File: src/rtl/bcp_pkg.sv
// Shared types and helpers for the BCP implication consumer.
// Holds formula sizing, the 2-bit assignment encoding, the consumer FSM states
// and field-extract helpers for packed {var, value} implications.
package bcp_pkg;

  localparam int FORMULA_MAX_VARIABLE    = 20;
  localparam int VARIABLE_ENCODING_LEN   = $clog2(FORMULA_MAX_VARIABLE + 1);
  localparam int VARIABLE_ASSIGNMENT_LEN = 1;
  localparam int WIDTH                   = VARIABLE_ENCODING_LEN + VARIABLE_ASSIGNMENT_LEN;

  typedef logic [VARIABLE_ENCODING_LEN-1:0] var_t;
  typedef logic [WIDTH-1:0]                 impl_t;
  typedef logic [1:0]                       assign_t;

  localparam var_t VAR_MAX = var_t'(FORMULA_MAX_VARIABLE);

  // Bit 1 marks "assigned", bit 0 carries the value.
  localparam assign_t ASSIGN_UNASSIGNED = 2'b00;
  localparam assign_t ASSIGN_FALSE      = 2'b10;
  localparam assign_t ASSIGN_TRUE       = 2'b11;

  typedef enum logic [2:0] {
    ST_IDLE,
    ST_READ,
    ST_CAPTURE,
    ST_CHECK,
    ST_EMIT,
    ST_CONFLICT
  } cons_state_e;

  function automatic var_t impl_var(input impl_t impl);
    return impl[WIDTH-1:1];
  endfunction

  function automatic logic impl_val(input impl_t impl);
    return impl[0];
  endfunction

  // Variable 0 is reserved; anything above the formula size is illegal.
  function automatic logic var_in_range(input var_t v);
    return (v != '0) && (v <= VAR_MAX);
  endfunction

endpackage

File: src/rtl/assignment_table.sv
// Variable assignment table: MAX+1 two-bit entries, one sync write port,
// two combinational read ports (consumer check, external lookup).
// Ports: clk_i/rst_i/clear_i, we_i/wr_var_i/wr_val_i, rd_a_*, rd_b_*; out-of-range reads return 00.
module assignment_table
  import bcp_pkg::*;
(
  input  logic    clk_i,
  input  logic    rst_i,
  input  logic    clear_i,
  input  logic    we_i,
  input  var_t    wr_var_i,
  input  assign_t wr_val_i,
  input  var_t    rd_a_var_i,
  output assign_t rd_a_o,
  input  var_t    rd_b_var_i,
  output assign_t rd_b_o
);

  localparam int N_ENTRIES = FORMULA_MAX_VARIABLE + 1;

  assign_t tbl_q [N_ENTRIES];
  assign_t tbl_d [N_ENTRIES];

  always_comb begin
    for (int i = 0; i < N_ENTRIES; i++) begin
      tbl_d[i] = tbl_q[i];
      // Entry 0 is never written so it always reads back as unassigned.
      if (we_i && (i != 0) && (wr_var_i == var_t'(i))) begin
        tbl_d[i] = wr_val_i;
      end
      if (clear_i) begin
        tbl_d[i] = ASSIGN_UNASSIGNED;
      end
    end
  end

  always_ff @(posedge clk_i) begin
    for (int i = 0; i < N_ENTRIES; i++) begin
      if (rst_i) begin
        tbl_q[i] <= ASSIGN_UNASSIGNED;
      end else begin
        tbl_q[i] <= tbl_d[i];
      end
    end
  end

  function automatic assign_t lookup(input var_t v);
    assign_t r;
    r = ASSIGN_UNASSIGNED;
    for (int i = 1; i < N_ENTRIES; i++) begin
      if (v == var_t'(i)) begin
        r = tbl_q[i];
      end
    end
    return r;
  endfunction

  always_comb begin
    rd_a_o = lookup(rd_a_var_i);
    rd_b_o = lookup(rd_b_var_i);
  end

endmodule

File: src/rtl/implication_consumer.sv
// Implication consumer: pops one implication at a time from the FIFO, checks it
// against the assignment table, then emits it (new), drops it (duplicate) or flags a sticky conflict.
// Ports: FIFO pop (fifo_*), valid/ready propagation out (prop_*), conflict status, table lookup, assigned count.
module implication_consumer
  import bcp_pkg::*;
(
  input  logic        clk_i,
  input  logic        rst_i,
  input  logic        en_i,
  input  logic        clear_i,
  input  logic        fifo_empty_i,
  output logic        fifo_rd_o,
  input  logic [WIDTH-1:0] fifo_implication_i,
  output logic        prop_valid_o,
  input  logic        prop_ready_i,
  output logic [VARIABLE_ENCODING_LEN-1:0] prop_var_o,
  output logic        prop_val_o,
  output logic        conflict_o,
  output logic [VARIABLE_ENCODING_LEN-1:0] conflict_var_o,
  input  logic [VARIABLE_ENCODING_LEN-1:0] assign_rd_var_i,
  output logic [1:0]  assign_rd_o,
  output logic [VARIABLE_ENCODING_LEN-1:0] assigned_count_o
);

  cons_state_e state_q, state_d;
  var_t        cur_var_q, cur_var_d;
  logic        cur_val_q, cur_val_d;
  logic        prop_valid_q, prop_valid_d;
  var_t        prop_var_q, prop_var_d;
  logic        prop_val_q, prop_val_d;
  logic        conflict_q, conflict_d;
  var_t        conflict_var_q, conflict_var_d;
  var_t        count_q, count_d;

  logic        tbl_we;
  assign_t     tbl_wval;
  assign_t     cur_entry;

  assignment_table u_table (
    .clk_i      (clk_i),
    .rst_i      (rst_i),
    .clear_i    (clear_i),
    .we_i       (tbl_we),
    .wr_var_i   (cur_var_q),
    .wr_val_i   (tbl_wval),
    .rd_a_var_i (cur_var_q),
    .rd_a_o     (cur_entry),
    .rd_b_var_i (assign_rd_var_i),
    .rd_b_o     (assign_rd_o)
  );

  always_comb begin
    state_d        = state_q;
    cur_var_d      = cur_var_q;
    cur_val_d      = cur_val_q;
    prop_valid_d   = prop_valid_q;
    prop_var_d     = prop_var_q;
    prop_val_d     = prop_val_q;
    conflict_d     = conflict_q;
    conflict_var_d = conflict_var_q;
    count_d        = count_q;
    tbl_we         = 1'b0;
    tbl_wval       = {1'b1, cur_val_q};

    case (state_q)
      ST_IDLE: begin
        if (en_i && !fifo_empty_i && !conflict_q) begin
          state_d = ST_READ;
        end
      end
      ST_READ: begin
        state_d = ST_CAPTURE;
      end
      ST_CAPTURE: begin
        // FIFO data is valid the cycle after the pop pulse.
        cur_var_d = impl_var(fifo_implication_i);
        cur_val_d = impl_val(fifo_implication_i);
        state_d   = ST_CHECK;
      end
      ST_CHECK: begin
        if (!var_in_range(cur_var_q)) begin
          state_d = ST_IDLE;
        end else if (cur_entry == ASSIGN_UNASSIGNED) begin
          tbl_we       = 1'b1;
          count_d      = (count_q == VAR_MAX) ? count_q : count_q + var_t'(1);
          prop_valid_d = 1'b1;
          prop_var_d   = cur_var_q;
          prop_val_d   = cur_val_q;
          state_d      = ST_EMIT;
        end else if (cur_entry == {1'b1, cur_val_q}) begin
          state_d = ST_IDLE;
        end else begin
          conflict_d     = 1'b1;
          conflict_var_d = cur_var_q;
          state_d        = ST_CONFLICT;
        end
      end
      ST_EMIT: begin
        if (prop_ready_i) begin
          prop_valid_d = 1'b0;
          state_d      = ST_IDLE;
        end
      end
      ST_CONFLICT: begin
        state_d = ST_CONFLICT;
      end
      default: begin
        state_d = ST_IDLE;
      end
    endcase

    // Clear behaves exactly like reset; any in-flight implication is dropped.
    if (clear_i) begin
      state_d        = ST_IDLE;
      cur_var_d      = '0;
      cur_val_d      = 1'b0;
      prop_valid_d   = 1'b0;
      prop_var_d     = '0;
      prop_val_d     = 1'b0;
      conflict_d     = 1'b0;
      conflict_var_d = '0;
      count_d        = '0;
      tbl_we         = 1'b0;
    end
  end

  always_ff @(posedge clk_i) begin
    if (rst_i) begin
      state_q        <= ST_IDLE;
      cur_var_q      <= '0;
      cur_val_q      <= 1'b0;
      prop_valid_q   <= 1'b0;
      prop_var_q     <= '0;
      prop_val_q     <= 1'b0;
      conflict_q     <= 1'b0;
      conflict_var_q <= '0;
      count_q        <= '0;
    end else begin
      state_q        <= state_d;
      cur_var_q      <= cur_var_d;
      cur_val_q      <= cur_val_d;
      prop_valid_q   <= prop_valid_d;
      prop_var_q     <= prop_var_d;
      prop_val_q     <= prop_val_d;
      conflict_q     <= conflict_d;
      conflict_var_q <= conflict_var_d;
      count_q        <= count_d;
    end
  end

  assign fifo_rd_o        = (state_q == ST_READ);
  assign prop_valid_o     = prop_valid_q;
  assign prop_var_o       = prop_var_q;
  assign prop_val_o       = prop_val_q;
  assign conflict_o       = conflict_q;
  assign conflict_var_o   = conflict_var_q;
  assign assigned_count_o = count_q;

endmodule
File: config.mk
export PLATFORM = sky130hd
export DESIGN_NAME = implication_consumer
export DESIGN_NICKNAME = d
export VERILOG_FILES = /design/src/rtl/bcp_pkg.sv /design/src/rtl/assignment_table.sv /design/src/rtl/implication_consumer.sv
export SDC_FILE = /design/constraint.sdc
export NUM_CORES = 1
export LEC_CHECK = 0
export BUFFER_PORTS_ARGS = -buffer_cell sky130_fd_sc_hd__clkbuf_2
export CORE_UTILIZATION = 40
export DETAILED_ROUTE_END_ITERATION = 8
export PLACE_DENSITY = 0.6
export SYNTH_ARGS = -nofsm -noshare
export SYNTH_HDL_FRONTEND = slang
export SYNTH_HIERARCHICAL = 1
export SYNTH_SLANG_ARGS = --single-unit
File: constraint.sdc
create_clock -name clk_i -period 3.6 [get_ports clk_i]
set_input_delay 0.18 -clock clk_i [delete_from_list [all_inputs] [get_ports clk_i]]
set_output_delay 0.18 -clock clk_i [all_outputs]
set_load 0.02 [all_outputs]
==> results of run 1 <==
==> sequential cells by signal, indices dropped and copies added (netlist names) <==
| name | cells |
|---|---|
| cur_val_q | 1 |
| conflict_var_o | 5 |
| assigned_count_o | 5 |
| u_table/tbl_q | 40 |
| prop_valid_o | 1 |
| state_q | 3 |
| prop_var_o | 5 |
| prop_val_o | 1 |
| conflict_o | 1 |
| cur_var_q | 5 |
==> final cells by class <==
type / count / area share
Clock inverter: 6 / 0.0155
Clock buffer: 10 / 0.0278
Multi-Input combinational cell: 370 / 0.540
Sequential cell: 67 / 0.292
Timing Repair Buffer: 57 / 0.0758
Inverter: 15 / 0.0123
Tap cell: 133 / 0.0362
==> worst min path at each step <==
stage | startpoint | to | slack [ns]
final | fifo_implication_i[4] | cur_var_q[3] | 0.06
after global routing | fifo_implication_i[4] | cur_var_q[3] | 0.06
after CTS | fifo_implication_i[4] | cur_var_q[3] | 0.04
after detailed placement | fifo_implication_i[4] | cur_var_q[3] | 0.44
after global placement | fifo_implication_i[4] | cur_var_q[3] | 0.43
after floorplan | fifo_implication_i[0] | cur_val_q | 0.33
==> metal layers <==
metal / up-vias / global-route usage
met3: 15 / 0.0488
li1: 1811 / -
met5: - / 0
met4: 0 / 0.0910
met1: 1815 / 0.289
met2: 70 / 0.364
==> cell families (layout without fill, tap and decap cells) <==
family                   Yosys count  after routing  synth area share
buffers and inverters             51             88            0.0673
multiplexers                      55             55             0.136
other                              1              2          0.000917
AND/OR/NAND/NOR                  206            206             0.281
XOR/XNOR                           3              3           0.00643
flip-flops                        67             67             0.328
AO/OA/AOI/OAI                    102            102             0.173
adder cells (fa/ha/maj)            2              2           0.00612
==> critical path, stage by stage, from the launching register on <==
cell                       delay (ns)
sky130_fd_sc_hd__dfxtp_1         0.49
sky130_fd_sc_hd__mux2_1          0.37
sky130_fd_sc_hd__a221oi_1        0.32
sky130_fd_sc_hd__a21oi_1         0.10
sky130_fd_sc_hd__a221oi_2        0.26
sky130_fd_sc_hd__a211oi_2        0.11
sky130_fd_sc_hd__nor2_1          0.10
sky130_fd_sc_hd__and4_2          0.23
sky130_fd_sc_hd__nor2b_2         0.24
sky130_fd_sc_hd__nand2b_2        0.16
sky130_fd_sc_hd__nor3b_4         0.23
sky130_fd_sc_hd__and3_1          0.24
sky130_fd_sc_hd__mux2i_1         0.21
sky130_fd_sc_hd__nor2_1          0.05
==> power by group <==
group          internal [mW]  switching, mW  leakage [nW]
combinational         0.0286         0.0555          1.04
sequential             0.741        0.00161         0.540
clock                  0.327          0.323        0.0939
==> through the flow <==
step | hold WS (ns) | instance area, um^2
floorplan | 0.327 | 4090
global placement | 0.427 | 4390
detailed placement | 0.437 | 4390
CTS | 0.0434 | 4590
global route | 0.0619 | 4590
finish | 0.0637 | 4590
==> what timing repair did <==
action | 4_1_cts | 5_1_grt
setup endpoints to repair | 0 | 1
gates resized for setup | 0 | 2
buffers inserted | 0 | 0
==> synthesized netlist by cell type, types with 4 or more instances <==
cell,instances
sky130_fd_sc_hd__nand2_1,44
sky130_fd_sc_hd__buf_6,7
sky130_fd_sc_hd__a31oi_1,5
sky130_fd_sc_hd__o32ai_1,4
sky130_fd_sc_hd__o22ai_1,5
sky130_fd_sc_hd__mux2_2,4
sky130_fd_sc_hd__buf_2,13
sky130_fd_sc_hd__nand3_1,23
sky130_fd_sc_hd__nor2_1,58
sky130_fd_sc_hd__nand3b_1,4
sky130_fd_sc_hd__nor3b_1,5
sky130_fd_sc_hd__o21ai_0,15
sky130_fd_sc_hd__nand2b_1,8
sky130_fd_sc_hd__nor2b_1,8
sky130_fd_sc_hd__a21oi_1,33
sky130_fd_sc_hd__mux2i_1,49
sky130_fd_sc_hd__nor3_1,6
sky130_fd_sc_hd__clkbuf_1,13
sky130_fd_sc_hd__nand4_1,7
sky130_fd_sc_hd__inv_1,14
sky130_fd_sc_hd__dfxtp_1,67
sky130_fd_sc_hd__and3_1,5
==> summary by stage, run 1 <==
Detailed routing
In the detailed route, the total length drawn on met3 is 374 um. The wire length per cell is 16.9 um. The detailed router placed 3711 vias in this run.

The post-route DRC violation count is 0. The starting DRC count in detailed routing is 287. The number of nets still failing antenna checks after routing is 0. The routed metal-1 wire length is 5.15 mm. The post-detailed-route via-to-cell ratio is 5.64. The detailed-routed wire length on met2 is 5.36 mm. The detailed router used layers up to and including met4. The final routed wirelength across all metal layers is 11.1 mm. The number of iterations in the first detailed-routing pass is 4.

Layout
The layout overhead on the synthesized area is 12.3%. The final layout contains 539 nets. Fill cells in the final layout number 990.

Of the cells placed in the final design, the portion with a size suffix greater than 1 is 0.206. The final non-filler cell total is 658. The library cell used most frequently in the layout, excluding fill and tap cells, is sky130_fd_sc_hd__dfxtp_1. The number of antenna diodes is 0. In the layout the commonest cells are 66 x sky130_fd_sc_hd__dfxtp_1, 58 x sky130_fd_sc_hd__nor2_1, 49 x sky130_fd_sc_hd__mux2i_1. The area taken by flip-flops and latches is 0.00134 mm^2.

The share of the core filled with cells is 0.468. Summing all multi-input logic gate instances after layout gives 0.00248 mm^2.

GRT
The maximum number of pins on one net before global-route repair is 41. The number of global-route vias before repair is 3448. The total overflow left after global routing is 0.

In the global route stage, overall resource usage came out at 0.224. The number of antenna violations at the first check in global routing came to 0. The first global-routing pass estimated 17.9 mm of wire.

Floorplanning
The initial cell density of the core is 0.416. The vertical die dimension is 103 um. The standard-cell row count is 36. The die is 103 um wide.

The die area is 0.0106 mm^2. The core region is 0.00982 mm^2. The number of top-level design ports is 38.

Setup path
The endpoint identified for the worst register-to-register timing path is u_table/tbl_q[1][10]. The endpoint type of the worst setup path is a flip-flop. Data on the critical path arrives at its endpoint at 3.45 ns. Of all nets on the critical path, the largest fanout is 7. The classification of the worst setup path is flip-flop to flip-flop. The critical path ends at u_table/tbl_q[1][10]. The setup slack of the most critical reg-to-reg path is 0.36 ns. The timing startpoint of the critical path is cur_var_q[0]. The start of the worst register-to-register path is cur_var_q[0]. For the worst setup path, the data required time is 3.81 ns. The worst setup path is launched from a flip-flop.

The worst register-to-register path has a depth of 13.

Logic synthesis
The share of synthesized area in the top cell type comes to 0.328. In this run, distinct cell masters in the synthesized netlist total 83. Sorting the synthesized cells by area gives the leading types as sky130_fd_sc_hd__dfxtp_1 33%, sky130_fd_sc_hd__mux2i_1 12%, sky130_fd_sc_hd__nor2_1 5.3%.

Of all flip-flops after synthesis, the portion carrying an async set or reset was 0. The cell area after synthesis is 0.00409 mm^2. For this run, the number of Yosys warnings is 6. The number of standard cells after synthesis is 487. The total of flip-flops plus latches after synthesis is 67. The sequential-to-total area share from yosys stat is 0.328.

The average instance area after synthesis is 8.40 um^2. The synthesized design spends more area on one cell type than any other, namely sky130_fd_sc_hd__dfxtp_1. Yosys mapped a number of flops with a built-in enable equal to 0.

In the synthesized netlist the dominant register cell turns out to be sky130_fd_sc_hd__dfxtp_1.

CTS
TritonCTS built the clock tree. The library cell used as clock root buffer is sky130_fd_sc_hd__clkbuf_8. The longest clock path from root to sink contains 2 buffers. Counting every sink on the clock net gives 67. The number of buffers added to fix hold violations after cts is 0. Clock-pin slew was measured on the worst setup and hold paths at 0.09 ns. The clock reaches the later pin of the worst-skew pair after 0.36 ns. The H-tree generated during clock tree synthesis spans 3 levels. The TritonCTS buffer count is 9.

Hold path
The worst hold path passes through 3 cells. The worst hold path belongs to the class primary input to flip-flop.

Placement
The port buffer count is 37. The half-perimeter wire length of the detailed placement result is 8.13 mm. The last weighted congestion value of the routability-driven placer is 0.916. The instance count after placement with tap cells included is 642. The pre-CTS setup slack is 0.282 ns.

STA
The final critical-path required period is 3.24 ns. The worst pin sits at a relative slew slack of 0.418. The setup total negative slack is 0 ns. The ratio of final minimum period to clock period is 0.901.

The worst-margin pin slew is 0.871 ns. The peak clock frequency supported by timing is 0.308 GHz. The max-slew violation total from the final report came to 0.

The worst setup slack after layout is 0.356 ns. The final worst clock skew is 0.0137 ns. The number of failing hold endpoints at the final stage is 0. Setup violations remaining at the end of the flow were counted as 0. Setup repair after global routing left no endpoint under its margin.

Power
The maximum vdd ir drop is 0.183 mV. The standby leakage power is 1.67 nW. The power per unit of standard cell area is 322 mW/mm^2. The overall power is 1.48 mW.

Job
Max-cap violations in this run came to 0.

Outcome
The flow ran to the end, and the final reports show no timing, DRC or antenna violations.
(Power assumes the default switching activity.)
==> run 2, diff against run 1 <==
- ABC_AREA: unset -> 1
- PLACE_DENSITY: 0.6 -> 0.61
==> run 2 against run 1 <==
Core utilization rose by 1.2 points. Combinational power fell by 16%. Clock power rose by 12%. Highest routed layer unchanged. Hold slack got worse by 0.0012 ns. Design area fell by 3.4%. Synthesized area fell by 6.3%. Count of clock-buffer cells in the layout rose by 1. Total power rose by 4.4%. Register-to-register slack improved by 0.11 ns. First-iteration DRC count fell by 19%. Non-clock buffer count fell by 12. Wire length fell by 0.29%.
==> summary by stage, run 2 <==
Layout
In the layout the commonest cells are 161 x sky130_fd_sc_hd__nand2_1, 111 x sky130_fd_sc_hd__nor2_1, 83 x sky130_fd_sc_hd__inv_1. The flip-flop count of the largest register, all copies and words added is 40. The proportion of layout cells with a drive suffix above 1 is 0.136.

The number of nets in the final layout is 685. The final non-filler cell total is 800. After filler insertion, the fill cell instance count of the layout stands at 960.

The register with the most flip-flops is u_table/tbl_q. The number of antenna diodes is 0. The commonest non-fill, non-tap cell in the layout is sky130_fd_sc_hd__nand2_1. Compared with the post-synthesis result, the final layout area differs by 15.7%. The share of the core filled with cells is 0.480. The finished cells cover 0.00443 mm^2.

GRT
After global routing the overflow that remains totals 0. The total routing resource utilization after global routing is 0.240. The wire length of the first global-routing pass is 18.5 mm.

The maximum number of pins on one net before global-route repair is 41. The number of antenna violations at the first check in global routing came to 0. The number of global-route vias before repair is 3716.

Detailed routing
Dividing the detail-routed via count by the number of cells gives 5.00. The detail route stage leaves a number of antenna-violating nets equal to 0. After the first detailed-routing iteration, the DRC count stood at 233. For this run, design rule violations remaining after detail routing come to 0. In the final routed layout, each cell accounts on average for 13.9 um.

Across all layers, the routed design uses 3999 vias. The final layout contains routed wiring with a total length of 11.1 mm. Before antenna repair, the detailed router went through 5 iterations.

Placement
Detailed placement ended at an HPWL of 8.64 mm. Counting tap cells, the placed design contains a total of 784 instances. The congestion estimate from routability-driven global placement came to 0.902.

In this run the tool buffered the top-level ports with 37 buffer cells. The post-detailed-placement cell area is 0.00418 mm^2. At the placement stage, the worst setup path has a slack of 0.125 ns.

Floorplanning
The area of the placeable core is 0.00924 mm^2. After floorplanning, the core was divided into 35 placement rows. The floorplan step set the die height to 99.9 um. The horizontal die dimension is 99.9 um. The initial utilization of the core area, before any placement, comes to 0.415. The number of top-level design ports is 38. The die covers 0.00998 mm^2.

STA
Hold is met by 0.0625 ns. The max-slew violation total from the final report is 0. For the pin with the worst max-slew slack, the measured transition is 0.798 ns. The peak clock frequency supported by timing is 0.319 GHz. Setup total negative slack on the finished layout was measured at 0 ns. The ratio of final minimum period to clock period is 0.871. Setup repair after global routing left no endpoint under its margin. Setup violations remaining at the end of the flow were counted as 0.

Once routing completed, OpenROAD measured the worst setup slack at 0.463 ns. The clock arrives with 0.0130 ns of skew. The number of failing hold endpoints at the final stage is 0. In this run the tightest slew margin relative to its limit is 0.468. For the finished layout, the period the worst path requires is 3.14 ns.

Power
Cell internal power was estimated by the tool at 1.19 mW. The switching power is 0.352 mW. The overall power is 1.54 mW. Summed over all cells, the static leakage comes to 1.80 nW.

The part of the total power dissipated in sequential elements is 0.482. The logic gate share of total power is 0.046. The maximum vdd ir drop is 0.250 mV. The clock share of power is 0.472.

Of the total power, the share spent switching nets is 0.228. In this run the power density over the cells is 348 mW/mm^2.

Logic synthesis
After synthesis the cells add up to 0.00383 mm^2. For this run, the number of Yosys warnings is 6. The commonest cells after synthesis are 161 x sky130_fd_sc_hd__nand2_1, 114 x sky130_fd_sc_hd__nor2_1, 83 x sky130_fd_sc_hd__inv_1. The count of distinct cell types in the synthesized netlist is 31. The sequential-to-total area share from yosys stat is 0.350. The predominant post-synthesis flop cell is sky130_fd_sc_hd__dfxtp_1. Counting every instance in the synthesized netlist gives 622. Averaged over all synthesized cells, the footprint is 6.16 um^2. The fraction of synthesized cell area taken by the top area cell type is 0.350. After synthesis, the cell types taking the most area are sky130_fd_sc_hd__dfxtp_1 35%, sky130_fd_sc_hd__nand2_1 16%, sky130_fd_sc_hd__nor2_1 11%. The cell accounting for the most synthesized area is sky130_fd_sc_hd__dfxtp_1.

After synthesis the netlist holds a flip-flop and latch count of 67. The fraction of synthesis flops using an asynchronous set or reset pin is 0. The number of synthesized flops with an enable pin is 0. The most common cell in the netlist is sky130_fd_sc_hd__nand2_1.

CTS
The clock tree synthesis step divided the H-tree into 3 levels. TritonCTS built the clock tree. Clock tree synthesis inserted a total of 9 buffers.

The clock reaches the later pin of the worst-skew pair after 0.34 ns. The number of buffers added to fix hold violations after cts is 0. Gates resized during post-CTS repair numbered 0.

The library cell used as clock root buffer is sky130_fd_sc_hd__clkbuf_8. The clock-pin transition on the worst setup and hold timing paths is 0.08 ns. The number of buffers inserted by post-CTS setup repair is 0.

The number of sinks on the clock net is 67. Counting along the longest clock path gives a buffer depth of 2.

Setup path
The largest fanout of any net on the critical path is 10. The critical path data arrival time is 3.38 ns. STA classifies the critical path endpoint as a flip-flop.

The critical path is of the flip-flop to flip-flop type. For the worst setup path, the data required time is 3.84 ns. The worst setup path is launched from a flip-flop.

Outcome
The flow ran to the end, and the final reports show no timing, DRC or antenna violations.

Hold path
The class of the worst hold path is primary input to flip-flop.

Job
The count of maximum capacitance violations is 0.
run 2: cells by family (layout without fill, tap and decap cells):
kind of cell	after synthesis	after routing	synth area share
and+or+nand+nor	379	379	0.430
AOI/OAI and AO/OA	66	66	0.0989
other	1	2	0.000978
xor gates and xnor gates	3	3	0.00686
DFF	67	67	0.350
adders and majority gates	2	2	0.00653
buffers and inverters	104	152	0.106
run 2: critical path, cell delays in order, from the launching register on:
cell and delay [ns]:
sky130_fd_sc_hd__dfxtp_2 0.46, sky130_fd_sc_hd__inv_2 0.13, sky130_fd_sc_hd__nand4_1 0.11, sky130_fd_sc_hd__nand3_1 0.09, sky130_fd_sc_hd__nor2_1 0.13, sky130_fd_sc_hd__nand4_1 0.09
sky130_fd_sc_hd__nor2_1 0.09, sky130_fd_sc_hd__nand4_1 0.12, sky130_fd_sc_hd__nand2_1 0.08, sky130_fd_sc_hd__nand4_1 0.08, sky130_fd_sc_hd__nand2_1 0.07, sky130_fd_sc_hd__nand3_1 0.06
sky130_fd_sc_hd__nand2_1 0.06, sky130_fd_sc_hd__nand2_1 0.08, sky130_fd_sc_hd__nor2_2 0.21, sky130_fd_sc_hd__nand3_4 0.10, sky130_fd_sc_hd__nor2_1 0.13, sky130_fd_sc_hd__inv_1 0.06
sky130_fd_sc_hd__nor2_2 0.10, sky130_fd_sc_hd__inv_1 0.13, sky130_fd_sc_hd__nor2_4 0.25, sky130_fd_sc_hd__nand2_1 0.14, sky130_fd_sc_hd__a211oi_1 0.24
run 2: worst paths after layout:
kind | from | to | slack [ns] | cells after the start
worst min register to register | prop_valid_o | prop_valid_o | 0.46 | 2
worst max register to register | cur_var_q[4] | u_table/tbl_q[1][11] | 0.46 | 22
worst max-delay path | cur_var_q[4] | u_table/tbl_q[1][11] | 0.46 | 22
worst min-delay path | fifo_implication_i[1] | cur_var_q[0] | 0.06 | 3
run 2: area by class of cell:
type,count,area [um^2],share of cell area
clock inverters,5,83.8,0.0189
flip-flops and latches,67,1350,0.303
well taps,129,161,0.0364
multi-input cells,452,2100,0.475
inverters,91,342,0.0771
repair buffers,45,245,0.0553
clock buffers,11,151,0.0342
run 2: power by group through the flow:
stage / combinational (mW) / clock [mW] / sequential [mW]
finish: 0.0707 / 0.728 / 0.744
CTS: 0.0684 / 0.746 / 0.744
global placement: 0.0673 / 0 / 0.761
floorplan: 0.0447 / 0 / 0.761
global route: 0.0798 / 0.782 / 0.744
detailed placement: 0.0681 / 0 / 0.761
run 2: routing by layer:
layer,part of all wire,GRT usage,wire (um),up-vias
met2,0.44,0.389,4920,125
met4,0.017,0.0633,193,0
li1,-,-,-,2066
met5,0,0,0,-
met1,0.48,0.323,5290,1792
met3,0.063,0.0508,694,16
